## src/rtl/coin_acceptor.sv

```systemverilog
// Coin sensor front end: synchronises the raw sensor levels, checks each coin's width and
// queues accepted coins, then emits them to the vending machine as one-cycle codes.
module coin_acceptor #(
  parameter int unsigned MIN_W = 3,
  parameter int unsigned MAX_W = 16,
  parameter int unsigned GAP   = 2,
  parameter int unsigned DEPTH = 4
) (
  input  logic                       clk,
  input  logic                       rstn,
  input  logic                       sense_5,
  input  logic                       sense_10,
  input  logic                       hold,
  output logic [1:0]                 coin,
  output logic                       reject,
  output logic [$clog2(DEPTH):0]     pending,
  output logic                       overflow
);

  localparam int unsigned CW = $clog2(MAX_W + 1) + 1;
  localparam int unsigned PW = $clog2(DEPTH);
  localparam int unsigned GW = (GAP > 0) ? $clog2(GAP + 1) : 1;

  localparam logic [1:0] Code5  = 2'b01;
  localparam logic [1:0] Code10 = 2'b10;

  typedef enum logic [1:0] {StIdle, StMeas, StJam} state_e;

  // Two-flop synchronisers
  logic s5_meta_q, s5_q, s10_meta_q, s10_q;

  always_ff @(posedge clk or negedge rstn) begin
    if (!rstn) begin
      s5_meta_q  <= 1'b0;
      s5_q       <= 1'b0;
      s10_meta_q <= 1'b0;
      s10_q      <= 1'b0;
    end else begin
      s5_meta_q  <= sense_5;
      s5_q       <= s5_meta_q;
      s10_meta_q <= sense_10;
      s10_q      <= s10_meta_q;
    end
  end

  // Measurement FSM
  state_e          state_q, state_d;
  logic [CW-1:0]   cnt_q, cnt_d;
  logic [1:0]      code_q, code_d;
  logic            act_hi, opp_hi;
  logic            push, fsm_rej;

  assign act_hi = (code_q == Code5) ? s5_q : s10_q;
  assign opp_hi = (code_q == Code5) ? s10_q : s5_q;

  always_ff @(posedge clk or negedge rstn) begin
    if (!rstn) begin
      state_q <= StIdle;
      cnt_q   <= '0;
      code_q  <= Code5;
    end else begin
      state_q <= state_d;
      cnt_q   <= cnt_d;
      code_q  <= code_d;
    end
  end

  always_comb begin
    state_d = state_q;
    cnt_d   = cnt_q;
    code_d  = code_q;
    unique case (state_q)
      StIdle: begin
        if (s5_q && s10_q) begin
          state_d = StJam;
        end else if (s5_q) begin
          state_d = StMeas;
          code_d  = Code5;
          cnt_d   = CW'(1);
        end else if (s10_q) begin
          state_d = StMeas;
          code_d  = Code10;
          cnt_d   = CW'(1);
        end
      end
      StMeas: begin
        if (opp_hi) begin
          state_d = StJam;
        end else if (act_hi) begin
          // Saturate at MAX_W: one more high cycle is a jam, so cnt never wraps
          if (cnt_q == CW'(MAX_W)) begin
            state_d = StJam;
          end else begin
            cnt_d = cnt_q + CW'(1);
          end
        end else begin
          state_d = StIdle;
        end
      end
      StJam: begin
        if (!s5_q && !s10_q) begin
          state_d = StIdle;
        end
      end
      default: state_d = StIdle;
    endcase
  end

  always_comb begin
    push    = 1'b0;
    fsm_rej = 1'b0;
    unique case (state_q)
      StIdle: fsm_rej = s5_q && s10_q;
      StMeas: begin
        if (opp_hi) begin
          fsm_rej = 1'b1;
        end else if (act_hi) begin
          fsm_rej = (cnt_q == CW'(MAX_W));
        end else if (cnt_q >= CW'(MIN_W)) begin
          push = 1'b1;
        end else begin
          fsm_rej = 1'b1;
        end
      end
      default: ;
    endcase
  end

  // Coin FIFO
  logic [1:0]    mem_q [DEPTH];
  logic [PW-1:0] wr_ptr_q, rd_ptr_q;
  logic [PW:0]   count_q;
  logic          full, empty, pop, wr_en, drop;
  logic [GW-1:0] gap_q;

  assign full  = (count_q == (PW + 1)'(DEPTH));
  assign empty = (count_q == '0);
  assign pop   = !empty && !hold && (gap_q == '0);
  // A pop in the same cycle frees the slot, so a push is accepted even when full
  assign wr_en = push && (!full || pop);
  assign drop  = push && full && !pop;

  always_ff @(posedge clk or negedge rstn) begin
    if (!rstn) begin
      for (int i = 0; i < DEPTH; i++) begin
        mem_q[i] <= 2'b00;
      end
      wr_ptr_q <= '0;
      rd_ptr_q <= '0;
      count_q  <= '0;
    end else begin
      if (wr_en) begin
        mem_q[wr_ptr_q] <= code_q;
        wr_ptr_q        <= wr_ptr_q + PW'(1);
      end
      if (pop) begin
        rd_ptr_q <= rd_ptr_q + PW'(1);
      end
      if (wr_en && !pop) begin
        count_q <= count_q + (PW + 1)'(1);
      end else if (pop && !wr_en) begin
        count_q <= count_q - (PW + 1)'(1);
      end
    end
  end

  // Output stage
  logic [1:0] coin_q;
  logic       reject_q, overflow_q;

  always_ff @(posedge clk or negedge rstn) begin
    if (!rstn) begin
      coin_q     <= 2'b00;
      reject_q   <= 1'b0;
      overflow_q <= 1'b0;
      gap_q      <= '0;
    end else begin
      coin_q   <= pop ? mem_q[rd_ptr_q] : 2'b00;
      reject_q <= fsm_rej || drop;
      if (drop) begin
        overflow_q <= 1'b1;
      end
      if (pop) begin
        gap_q <= GW'(GAP);
      end else if (gap_q != '0) begin
        gap_q <= gap_q - GW'(1);
      end
    end
  end

  assign coin     = coin_q;
  assign reject   = reject_q;
  assign pending  = count_q;
  assign overflow = overflow_q;

endmodule

```

## config.mk

```make
export PLATFORM = sky130hd
export DESIGN_NAME = coin_acceptor
export DESIGN_NICKNAME = d
export VERILOG_FILES = /design/src/rtl/coin_acceptor.sv
export SDC_FILE = /design/constraint.sdc
export NUM_CORES = 1
export LEC_CHECK = 0
export BUFFER_PORTS_ARGS = -buffer_cell sky130_fd_sc_hd__buf_4
export CAP_MARGIN = 20
export CORE_MARGIN = 2
export CORE_UTILIZATION = 30
export DETAILED_ROUTE_END_ITERATION = 10
export PLACE_DENSITY_LB_ADDON = 0.12
export SLEW_MARGIN = 10
export SYNTH_ARGS = -nofsm -noshare
export SYNTH_HDL_FRONTEND = slang
export SYNTH_SLANG_ARGS = --single-unit
```

## constraint.sdc

```tcl
create_clock -name clk -period 3.3 [get_ports clk]
set_clock_uncertainty 0.1 [all_clocks]
set_input_delay 0.495 -clock clk [delete_from_list [all_inputs] [get_ports clk]]
set_output_delay 0.495 -clock clk [all_outputs]
set_load 0.01 [all_outputs]
```

; Yosys cells after proc, flatten, opt, wreduce, memory -nomap -nowiden
; Cells that the tools add are included.
[totals]
reg_bits = 35
input_bits = 5
out_inout_bits = 7
[classes]
addsub = 6
n_lt_le_gt_ge = 4
n_eq_ne = 13
muxes = 38
n_bitwise = 3
reduce_logical = 30
[ops]
columns = cell, n
row1 = 6-bit two-way mux, 6
row2 = 2-bit two-way mux, 15
row3 = 6-bit one-hot mux with 2 select lines, 1
row4 = 1-bit logical AND, 10
row5 = "2-bit inequality test, second input constant", 5
row6 = 2-bit nonzero test, 5
row7 = 1-bit two-way mux, 9
row8 = 8-bit bitwise mux, 1
row9 = "4-bit inequality test, second input constant", 2
row10 = 1-bit zero test, 7
row11 = "6-bit by 1-bit adder with 6-bit output, second input constant", 1
row12 = "6-bit by 5-bit == test with 1-bit output, second input constant", 1
row13 = "3-bit greater-or-equal comparator, second input constant", 2
row14 = "6-bit by 2-bit greater-or-equal comparator with 1-bit output, second input constant", 1
row15 = 3-bit two-way mux, 2
row16 = 2-bit inverter with 3-bit output, 2
row17 = 2-bit one-hot mux with 3 select lines, 1
row18 = 3-bit AND reduction, 2
row19 = 6-bit AND reduction, 1
row20 = "2-bit by 1-bit adder with 2-bit output, second input constant", 2
row21 = 2-bit binary-select mux with 2-bit select, 1
row22 = 2-bit demux with 2-bit select, 1
row23 = "2-bit by 1-bit == test with 1-bit output, second input constant", 2
row24 = 2-bit zero test, 2
row25 = 11 further kinds, 12

; Longest topological paths before layout
; Gate-level depths: netlist of run 1.
[logic_depth]
ltp_word = 10
ltp_mapped = 11

; Worst setup path before layout of run 1
; OpenSTA, ideal clock, no wires.
[synth_timing]
path_type = register -> register
from = register cnt_q[0]
to = register count_q[2] (netlist: pending[2])
setup_ns = 0.079
arrival_ns = 2.292
required_time_ns = 3.121
path_slack_ns = 0.828
stages_incl_launch_ff = 12
path_cell_list = dfrtp_1 -> ha_1 -> nor2_1 -> a2111o_1 -> o21bai_4 -> inv_1 -> ha_1 -> inv_1 -> fa_1 -> xor2_1 -> nor2_1 -> xor2_1
[synth_between]
elab_chain_len = 9
elab_cells_between_ends = 11
cone_classes = order compare: 1 / mux: 5 / reduce/logical: 5
[synth_lines]
columns = item, line_no
row1 = from (decl), 48  ; logic [CW-1:0] cnt_q, cnt_d;
row2 = from (signal assigned), 63  ; cnt_q <= cnt_d;
row3 = 6-bit by 2-bit greater-or-equal comparator with 1-bit output (*), 119  ; end else if (cnt_q >= CW'(MIN_W)) begin
row4 = 1-bit two-way mux (*), 119
row5 = 1-bit two-way mux (*), 117  ; end else if (act_hi) begin
row6 = 1-bit two-way mux (*), 115  ; if (opp_hi) begin
row7 = 1-bit two-way mux (*), 112  ; unique case (state_q)
row8 = 1-bit logical AND (*), 140  ; assign wr_en = push && (!full || pop);
row9 = net wr_en, 133  ; logic full, empty, pop, wr_en, drop;
row10 = 1-bit zero test, 161  ; end else if (pop && !wr_en) begin
row11 = 1-bit logical AND, 161
row12 = 2-bit nonzero test (no line), --
row13 = to (signal assigned), 160  ; count_q <= count_q + (PW + 1)'(1);
row14 = to (signal assigned), 162  ; count_q <= count_q - (PW + 1)'(1);
row15 = to (decl), 132  ; logic [PW:0] count_q;
; The timed path passes the listed nets; every way through them passes the cells marked *.
; A chain may end at the register's enable or synchronous reset.

; Worst setup path in the final report of run 1
; Same ends and word-level chain as after synthesis.

==> results.py, run 1 <==
metrics = {
    "run_status": {
        "status": "complete, no violations",
    },
    "critical_path": {
        "reg2reg_depth": 11,
        "cp_slowest_stage_delay_ps": 490,
        "startpoint_type": "register",
        "cp_cell_sequence": "ha_1 -> nor2_1 -> a2111o_1 -> o21bai_4 -> inv_1 -> ha_1 -> inv_1 -> fa_1 -> xor2_1 -> nor2_1 -> xor2_1",
        "end_kind": "register",
        "path_depth": 11,
        "critPathSlowestCell": "a2111o_1",
        "cp_top_family": "adder cells",
        "cp.required_ps": 3410,
        "timing.critical_path.buf_inv": 2,
        "critPathKind": "reg2reg",
        "cp.arrival_ps": 2740,
        "critPathMaxFanout": 6,
    },
    "sta": {
        "final-hold-violation-count": 0,
        "setup_viol": 0,
        "fmax_mhz": 380.2,
        "rsz0062_at_grt": "no",
        "min_period_ps": 2630,
        "timing.slew.headroom_pct": 70.36,
        "finalSetupTns_ps": 0,
        "worstMarginPinSlew_ps": 441.2,
        "final.period_utilization_pct": 79.71,
        "slew_violations": 0,
    },
    "die": {
        "initial_core_util_pct": 31.49,
        "die_w_um": 80.50,
        "die_area_mm2": 0.006479,
        "io_pins": 12,
        "die_h_um": 80.50,
        "row_count": 27,
        "core-area_mm2": 0.005574,
    },
    "cts": {
        "cts-root-buf": "clkbuf_8",
        "cts-hold-fix-buffers": 0,
        "clock_sinks": 35,
        "post_cts_buffers": 0,
        "ctsHtreeMaxLevel": 2,
        "cts_tree": "yes",
        "numCtsBuffers": 5,
        "clk_path_buf_depth": 2,
        "clk_latency_ps": 280,
        "post_cts_resized": 0,
        "clk_pin_slew_worst_paths_ps": 80,
    },
    "final_layout": {
        "drive_gt1_share_pct": 18.34,
        "syn2layout_area_growth_pct": 17.82,
        "finalNetCount": 184,
        "insertedDiodeCount": 0,
    },
    "routing": {
        "drc_errors": 0,
        "first_pass_iters": 4,
        "drt_iter0_drc": 53,
        "detailroute.via_count": 1173,
        "final_antenna_net_count": 0,
        "post_drt_wl_per_cell_um": 13.20,
        "finalWirelength_um": 3181,
        "viasPerCell": 4.867,
    },
    "grt": {
        "grt_use_met2_pct": 18.75,
        "gr-total-overflow": 0,
        "groute.layer.met1.usage_pct": 15.04,
        "busiest_layer": "met2",
        "grt_max_degree": 36,
        "grt_pass1_wl_um": 5685,
        "first_global_vias": 1204,
        "antenna_found_initial": 0,
        "track_usage_pct": 11.62,
        "grt_use_met3_pct": 3.371,
    },
    "synthesis": {
        "seq_area_frac_synth_pct": 49.96,
        "synth-compound-area-share_pct": 9.195,
        "synthSimpleGateAreaFrac_pct": 14.04,
        "yosysWarnings": 0,
        "synth_area_per_cell_um2": 11.70,
        "synth_adder_area_share_pct": 8.268,
        "synth_edf_count": 0,
        "synth_top_area_share_pct": 48.47,
        "ys_top_cells_by_area": "dfrtp_1 48%, ha_1 7.1%, mux2_1 5.8%",
        "synth_xor_area_share_pct": 2.994,
        "synthArstFlopShare_pct": 100.0,
        "syn_nets": 166,
        "syn_area_mm2": 0.001755,
        "muxShareOfSynthArea_pct": 12.76,
        "synthFlopType": "dfrtp_1",
        "synthDistinctLibCells": 40,
        "synth_cells": 150,
        "synth_area_leader_cell": "dfrtp_1",
        "synth-seq-cells": 35,
        "synth_top_family_by_area": "simple AND/OR/NAND/NOR gates",
    },
    "place": {
        "port_buffers": 11,
        "gp_congestion": 0.7419,
        "detailed_place_hpwl_um": 2392,
    },
    "pwr": {
        "power_density_mw_per_mm2": 754.0,
        "power_leakage_nw": 0.9554,
        "ir_drop_uv": 267.9,
        "finalPower_w": 0.001559,
    },
    "min_path": {
        "hp-class": "in2async",
    },
    "run": {
        "drv_cap": 0,
    },
}
[final timing paths]
check	start	endpoint	slack, ps
setup / recovery	cnt_q[0]$_DFFE_PN0P_	pending[2]$_DFFE_PN0P_	670
min in group clk	sense_5	s5_meta_q$_DFF_PN0_	220
hold / removal	rstn	state_q[1]$_DFFE_PN0P_	50
setup reg to reg	cnt_q[0]$_DFFE_PN0P_	pending[2]$_DFFE_PN0P_	670
max in group asynchronous	rstn	code_q[0]$_DFFE_PN1P_	2710
hold reg to reg	s5_meta_q$_DFF_PN0_	s5_q$_DFF_PN0_	250
[synthesized netlist by cell type (2+ instances only)]
cell type / number
nor2b_1: 3
inv_1: 12
xnor2_1: 4
dfrtp_1: 34
nand4_1: 3
mux4_2: 2
nand2b_1: 2
o21ai_1: 4
o21ai_0: 6
xor2_1: 2
nand3_1: 2
nor3b_2: 2
or3_1: 2
nor4_1: 2
nand2_1: 6
nor2_1: 12
o31ai_1: 2
ha_1: 10
a21oi_1: 4
mux2_1: 9
nor3_1: 2
mux2i_1: 4
and3_1: 3
mux2_2: 2
[area by class of cell]
type | instances | area, um^2
inverters | 12 | 45.04
flip-flops and latches | 35 | 877.1
repair buffers | 12 | 90.09
fillers | 556 | 3506
clock buffers | 5 | 68.82
well taps | 72 | 90.09
clock inverters | 3 | 67.56
multi-input cells | 102 | 829.5
[per-stage QoR]
step	setup WS [ps]	util, %	instances	hold slack, ps	cell area, um^2
after floorplan	828.3	-	150	99.41	1755
after global placement	717.0	34.66	233	236.9	1932
after detailed placement	653.5	34.66	233	238.9	1932
after CTS	643.6	37.10	241	65.18	2068
after global routing	434.5	37.10	241	84.69	2068
final	669.6	37.10	241	50.97	2068
[where the power goes]
group,internal [W],switching (W),total [W]
logic,0.000214,0.000218,0.000432
registers,0.000539,0.000127,0.000666
clock network,0.000301,0.000160,0.000461
[per-layer routing]
layer | vias up | share of wire, % | wire, um
met4 | 0 | 1.4 | 44
met2 | 22 | 47 | 1500
li1 | 572 | - | -
met5 | - | 0 | 0
met3 | 5 | 4.1 | 130
met1 | 574 | 47 | 1506
[flip-flops by register name, indices dropped and copies added (netlist names)]
register and count:
s10_meta_q 1, cnt_q 6, s5_meta_q 1, coin 2, mem_q 8, overflow 1
state_q 2, s5_q 1, s10_q 1, wr_ptr_q 2, rd_ptr_q 2, reject 1
gap_q 2, pending 3, code_q 2
[cells in the final DEF, fill, tap and decap left out, types with 2 or more instances in the layout]
cell,n
dfrtp_1,34
or3_1,2
o21ai_1,4
buf_4,12
mux2_1,9
xnor2_1,4
inv_1,12
ha_1,10
mux2_2,2
xor2_1,2
and3_1,3
o31ai_1,2
nand3_1,2
nand2_1,6
mux2i_1,4
clkbuf_8,5
nor4_1,2
nor2b_1,3
nand2b_1,2
mux4_2,2
nor3_1,2
nor2_1,12
bufinv_16,2
nand4_1,3
a21oi_1,4
nor3b_2,2
o21ai_0,6
[kinds of logic (layout without fill, tap and decap cells)]
family,count (synthesis),count (layout)
and+or+nand+nor,44,44
DFF,35,35
AOI/OAI and AO/OA,23,23
muxes,18,18
buffers and inverters,13,32
adders and majority gates,11,11
xor gates and xnor gates,6,6
Power figures use the tool's default switching activity.
==> run 2, diff against run 1 <==
clock period = 2.45 ns   (was 3.3 ns; I/O delays follow)
==> results.py, run 2 (synthesized netlist as in run 1, its figures left out) <==
metrics = {
    "cts": {
        "numCtsBuffers": 5,
        "cts_tree": "yes",
        "ctsHtreeMaxLevel": 2,
        "cts-root-buf": "clkbuf_8",
        "clk_pin_slew_worst_paths_ps": 70,
        "clk_path_buf_depth": 2,
        "clk_latency_ps": 280,
        "clock_sinks": 35,
    },
    "sta": {
        "timing.slew.headroom_pct": 70.73,
        "final-hold-violation-count": 0,
        "setup_viol": 0,
        "slew_violations": 0,
        "fmax_mhz": 416.6,
        "worstMarginPinSlew_ps": 439.0,
        "setup_slack_ps": 49.68,
        "final.period_utilization_pct": 97.97,
        "min_period_ps": 2400,
        "rsz0062_at_grt": "yes",
    },
    "final_layout": {
        "drive_gt1_share_pct": 27.87,
        "regMostFlops": "mem_q",
        "mostFrequentLayoutCell": "dfrtp_1",
        "postLayoutCoreUtil_pct": 39.53,
        "finalNetCount": 198,
        "insertedDiodeCount": 0,
        "syn2layout_area_growth_pct": 25.52,
        "layoutNonFillerInstCount": 255,
        "layout_common_cells": "34 x dfrtp_1, 25 x buf_4, 11 x nor2_1",
        "largest_register_ffs": 8,
        "fin_area_mm2": 0.002203,
    },
    "place": {
        "postPlaceCellArea_mm2": 0.002029,
        "dp_cells": 245,
        "place_ws_ps": 11.22,
        "gp_congestion": 0.7805,
        "detailed_place_hpwl_um": 2538,
        "port_buffers": 11,
    },
    "pwr": {
        "finalPower_w": 0.002200,
        "ir_drop_uv": 425.3,
        "power_leakage_nw": 1.025,
        "power_density_mw_per_mm2": 998.3,
    },
    "critical_path": {
        "cp.required_ps": 2560,
        "reg2reg_depth": 11,
        "startpoint_type": "register",
        "crit-reg2reg-capture": "pending[2]$_DFFE_PN0P_",
        "reg2reg_slack_ps": 50,
        "critPathKind": "reg2reg",
        "r2r-start": "cnt_q[1]$_DFFE_PN0P_",
        "cp.arrival_ps": 2510,
        "critPathMaxFanout": 3,
        "end_kind": "register",
    },
    "die": {
        "core-area_mm2": 0.005574,
        "row_count": 27,
        "io_pins": 12,
        "die_area_mm2": 0.006479,
        "die_w_um": 80.50,
        "die_h_um": 80.50,
        "initial_core_util_pct": 31.49,
    },
    "routing": {
        "first_pass_iters": 4,
        "viasPerCell": 4.765,
        "post_drt_wl_per_cell_um": 13.23,
        "finalWirelength_um": 3373,
        "drc_errors": 0,
        "detailroute.via_count": 1215,
        "final_antenna_net_count": 0,
        "drt_iter0_drc": 55,
    },
    "grt": {
        "track_usage_pct": 11.74,
        "grt_pass1_wl_um": 5789,
        "antenna_found_initial": 0,
        "gr-total-overflow": 0,
        "grt_max_degree": 36,
        "first_global_vias": 1225,
    },
    "run_status": {
        "status": "complete, no violations",
    },
    "min_path": {
        "hp-class": "in2reg",
        "min_to": "s10_meta_q$_DFF_PN0_",
        "holdCritStartpoint": "sense_10",
        "whs_path_depth": 1,
    },
    "run": {
        "drv_cap": 0,
    },
}
-- run 2: changes by cell type in the layout (fill, tap and decap cells not counted), sizes merged --
cell and change:
buf +13, dlygate4sd3 +1
-- run 2: layout make-up --
| class | instances | area, um^2 |
|---|---|---|
| well taps | 72 | 90.09 |
| inverters | 12 | 45.04 |
| clock inverters | 3 | 67.56 |
| fillers | 554 | 3371 |
| clock buffers | 5 | 68.82 |
| multi-input cells | 102 | 857.1 |
| flip-flops and latches | 35 | 877.1 |
| repair buffers | 26 | 197.7 |
-- run 2: power by group --
group | leakage [nW] | internal (W) | switching [W]
Sequential | 0.444 | 0.000726 | 0.000156
Combinational | 0.516 | 0.000356 | 0.000341
Clock | 0.0644 | 0.000406 | 0.000214
-- run 2: per-layer routing --
layer  vias up  wire length [um]  GRT usage (%)
li1        594                 -              -
met1       599              1637          15.93
met2        20              1605          18.08
met3         2               111          3.371
met4         0                19          3.559
met5         -                 0              0
-- run 2: how the worst max path moves through the flow --
| stage | startpoint | endpoint | slack (ps) |
|---|---|---|---|
| after floorplan | cnt_q[0]$_DFFE_PN0P_ | pending[2]$_DFFE_PN0P_ | 20 |
| after global placement | cnt_q[1]$_DFFE_PN0P_ | pending[2]$_DFFE_PN0P_ | 60 |
| after detailed placement | cnt_q[1]$_DFFE_PN0P_ | pending[2]$_DFFE_PN0P_ | 10 |
| after CTS | cnt_q[1]$_DFFE_PN0P_ | pending[2]$_DFFE_PN0P_ | 0.2 |
| after global routing | cnt_q[1]$_DFFE_PN0P_ | pending[2]$_DFFE_PN0P_ | -70 |
| final | cnt_q[1]$_DFFE_PN0P_ | pending[2]$_DFFE_PN0P_ | 50 |
-- run 2: worst max-delay path: stages (launching register included) --
cell,delay [ps]
dfrtp_1,370
ha_2,210
nor2_2,50
a2111o_1,420
o21bai_4,190
inv_2,70
ha_4,130
inv_2,40
fa_2,340
xor2_1,140
nor2_1,120
xor2_1,150
-- run 2: repair_timing --
| item | in CTS | in global routing |
|---|---|---|
| buffers inserted | 0 | 1 |
| hold endpoints to repair | 34 | 0 |
| hold buffers | 1 | 0 |
| setup endpoints to repair | 0 | 2 |
| gates resized for setup | 0 | 7 |
-- run 2: through the flow --
| stage | TNS, ps | hold WS, ps |
|---|---|---|
| 2_1_floorplan | 0 | -28.09 |
| 6_report | 0 | 92.74 |
| 5_1_grt | -66.31 | 79.02 |
| 3_5_place_dp | 0 | 237.9 |
| 3_3_place_gp | 0 | 233.4 |
| 4_1_cts | 0 | 80.58 |
==> run 3, diff against run 2 <==
SETUP_SLACK_MARGIN = 0.3   (was not set)
==> results.py, run 3 (synthesized netlist as in run 1, its figures left out) <==
metrics = {
    "grt": {
        "grt_use_met3_pct": 3.708,
        "gr-total-overflow": 0,
        "busiest_layer": "met2",
        "grt_max_degree": 36,
        "grt_pass1_wl_um": 5747,
        "track_usage_pct": 11.58,
        "groute.layer.met1.usage_pct": 15.83,
        "first_global_vias": 1190,
        "antenna_found_initial": 0,
        "grt_use_met2_pct": 17.67,
    },
    "min_path": {
        "whs_path_depth": 1,
        "holdCritStartpoint": "sense_5",
        "hp-class": "in2reg",
        "min_to": "s5_meta_q$_DFF_PN0_",
    },
    "final_layout": {
        "mostFrequentLayoutCell": "dfrtp_1",
        "insertedDiodeCount": 0,
        "layoutNonFillerInstCount": 258,
        "finalNetCount": 201,
        "syn2layout_area_growth_pct": 27.37,
        "drive_gt1_share_pct": 30.65,
        "postLayoutCoreUtil_pct": 40.11,
        "layout_common_cells": "34 x dfrtp_1, 28 x buf_4, 11 x inv_1",
        "regMostFlops": "mem_q",
        "fin_area_mm2": 0.002236,
        "largest_register_ffs": 8,
        "nFillCells": 559,
    },
    "cts": {
        "cts_tree": "yes",
        "ctsHtreeMaxLevel": 2,
        "numCtsBuffers": 5,
        "clk_latency_ps": 280,
        "cts-root-buf": "clkbuf_8",
        "clk_pin_slew_worst_paths_ps": 70,
        "clk_path_buf_depth": 2,
        "clock_sinks": 35,
    },
    "routing": {
        "final_antenna_net_count": 0,
        "detailroute.via_count": 1214,
        "drc_errors": 0,
        "post_drt_wl_per_cell_um": 12.75,
        "finalWirelength_um": 3290,
        "drt_iter0_drc": 18,
        "viasPerCell": 4.705,
        "first_pass_iters": 4,
    },
    "sta": {
        "hold_ws_ps": 92.05,
        "slew_violations": 0,
        "timing.slew.headroom_pct": 70.31,
        "rsz0062_at_grt": "yes",
        "min_period_ps": 2335,
        "worstMarginPinSlew_ps": 445.4,
        "final.period_utilization_pct": 95.29,
        "setup_viol": 0,
        "final-hold-violation-count": 0,
        "fmax_mhz": 428.3,
    },
    "pwr": {
        "power.switching_w": 0.0007211,
        "intPower_w": 0.001411,
        "comb_power_share_pct": 34.3,
        "clkPwrFrac_pct": 24.2,
        "seqPwrFrac_pct": 41.5,
        "power_leakage_nw": 1.038,
        "finalPower_w": 0.002132,
        "ir_drop_uv": 360.1,
        "power_density_mw_per_mm2": 953.4,
        "swShare_pct": 33.83,
    },
    "run_status": {
        "status": "complete, no violations",
    },
    "critical_path": {
        "reg2reg_slack_ps": 120,
        "cp_slowest_stage_delay_ps": 400,
        "critPathKind": "reg2reg",
        "crit_top_cell": "xor2_1",
        "r2r-start": "cnt_q[0]$_DFFE_PN0P_",
        "cp_cell_sequence": "ha_4 -> nor2_2 -> a2111o_1 -> o21bai_4 -> inv_1 -> ha_2 -> inv_2 -> fa_2 -> xor2_1 -> nor2_1 -> xor2_1",
        "critPathSlowestCell": "dfrtp_1",
        "end_kind": "register",
        "reg2reg_depth": 11,
        "startpoint_type": "register",
        "crit-reg2reg-capture": "pending[2]$_DFFE_PN0P_",
        "cp.arrival_ps": 2440,
        "critPathMaxFanout": 3,
        "cp.required_ps": 2560,
    },
    "place": {
        "postPlaceCellArea_mm2": 0.002028,
        "dp_cells": 243,
        "detailed_place_hpwl_um": 2412,
        "gp_congestion": 0.7847,
        "port_buffers": 11,
    },
    "die": {
        "io_pins": 12,
        "die_area_mm2": 0.006479,
        "row_count": 27,
        "die_h_um": 80.50,
        "initial_core_util_pct": 31.49,
        "core-area_mm2": 0.005574,
        "die_w_um": 80.50,
    },
    "run": {
        "drv_cap": 0,
    },
}
run 3: repair_timing:
action                     in CTS  in global routing
gates resized for setup         0                  9
setup buffers                   4                  2
setup endpoints to repair       2                  6
hold endpoints to repair       34                  0
hold buffers                    1                  0
pin swaps                       2                  1
run 3: worst max-delay path, delay by kind of cell, from the launching register on:
family	cells	cell delay [ps]
simple gates	2	170
buf+inv	2	100
flops	1	400
fa+ha+maj	3	660
compound gates	2	560
xor+xnor	2	290
run 3: power by group through the flow:
stage / Clock (W) / Combinational [W] / Sequential (W)
floorplan: 0 / 0.000428 / 0.000890
global placement: 0 / 0.000680 / 0.000880
detailed placement: 0 / 0.000704 / 0.000891
CTS: 0.000535 / 0.000723 / 0.000879
global route: 0.000562 / 0.000822 / 0.000914
finish: 0.000515 / 0.000732 / 0.000884
run 3: area by class of cell:
| type | instances | area [um^2] | share of cell area, % |
|---|---|---|---|
| Clock buffer | 5 | 68.82 | 3.078 |
| Clock inverter | 3 | 43.79 | 1.959 |
| Inverter | 12 | 45.04 | 2.015 |
| Multi-Input combinational cell | 102 | 890.9 | 39.84 |
| Sequential cell | 35 | 877.1 | 39.23 |
| Tap cell | 72 | 90.09 | 4.029 |
| Timing Repair Buffer | 29 | 220.2 | 9.849 |
run 3: worst max path at each step:
stage	from	to	depth (start not counted)
final	cnt_q[0]$_DFFE_PN0P_	pending[2]$_DFFE_PN0P_	11
after CTS	cnt_q[0]$_DFFE_PN0P_	pending[2]$_DFFE_PN0P_	11
after global routing	cnt_q[0]$_DFFE_PN0P_	pending[2]$_DFFE_PN0P_	11
after global placement	cnt_q[1]$_DFFE_PN0P_	pending[2]$_DFFE_PN0P_	11
after floorplan	cnt_q[0]$_DFFE_PN0P_	pending[2]$_DFFE_PN0P_	11
after detailed placement	cnt_q[1]$_DFFE_PN0P_	pending[2]$_DFFE_PN0P_	11
run 3: through the flow:
step,setup TNS [ps],setup slack (ps)
2_1_floorplan,0,44.38
5_1_grt,-40.01,-40.01
3_5_place_dp,0,34.36
4_1_cts,0,85.06
6_report,0,115.3
3_3_place_gp,0,77.36
run 3: routing by layer:
metal | routed length (um) | part of all wire (%)
met2 | 1561 | 47
met1 | 1582 | 48
met3 | 105 | 3.2
met4 | 42 | 1.3
met5 | 0 | 0
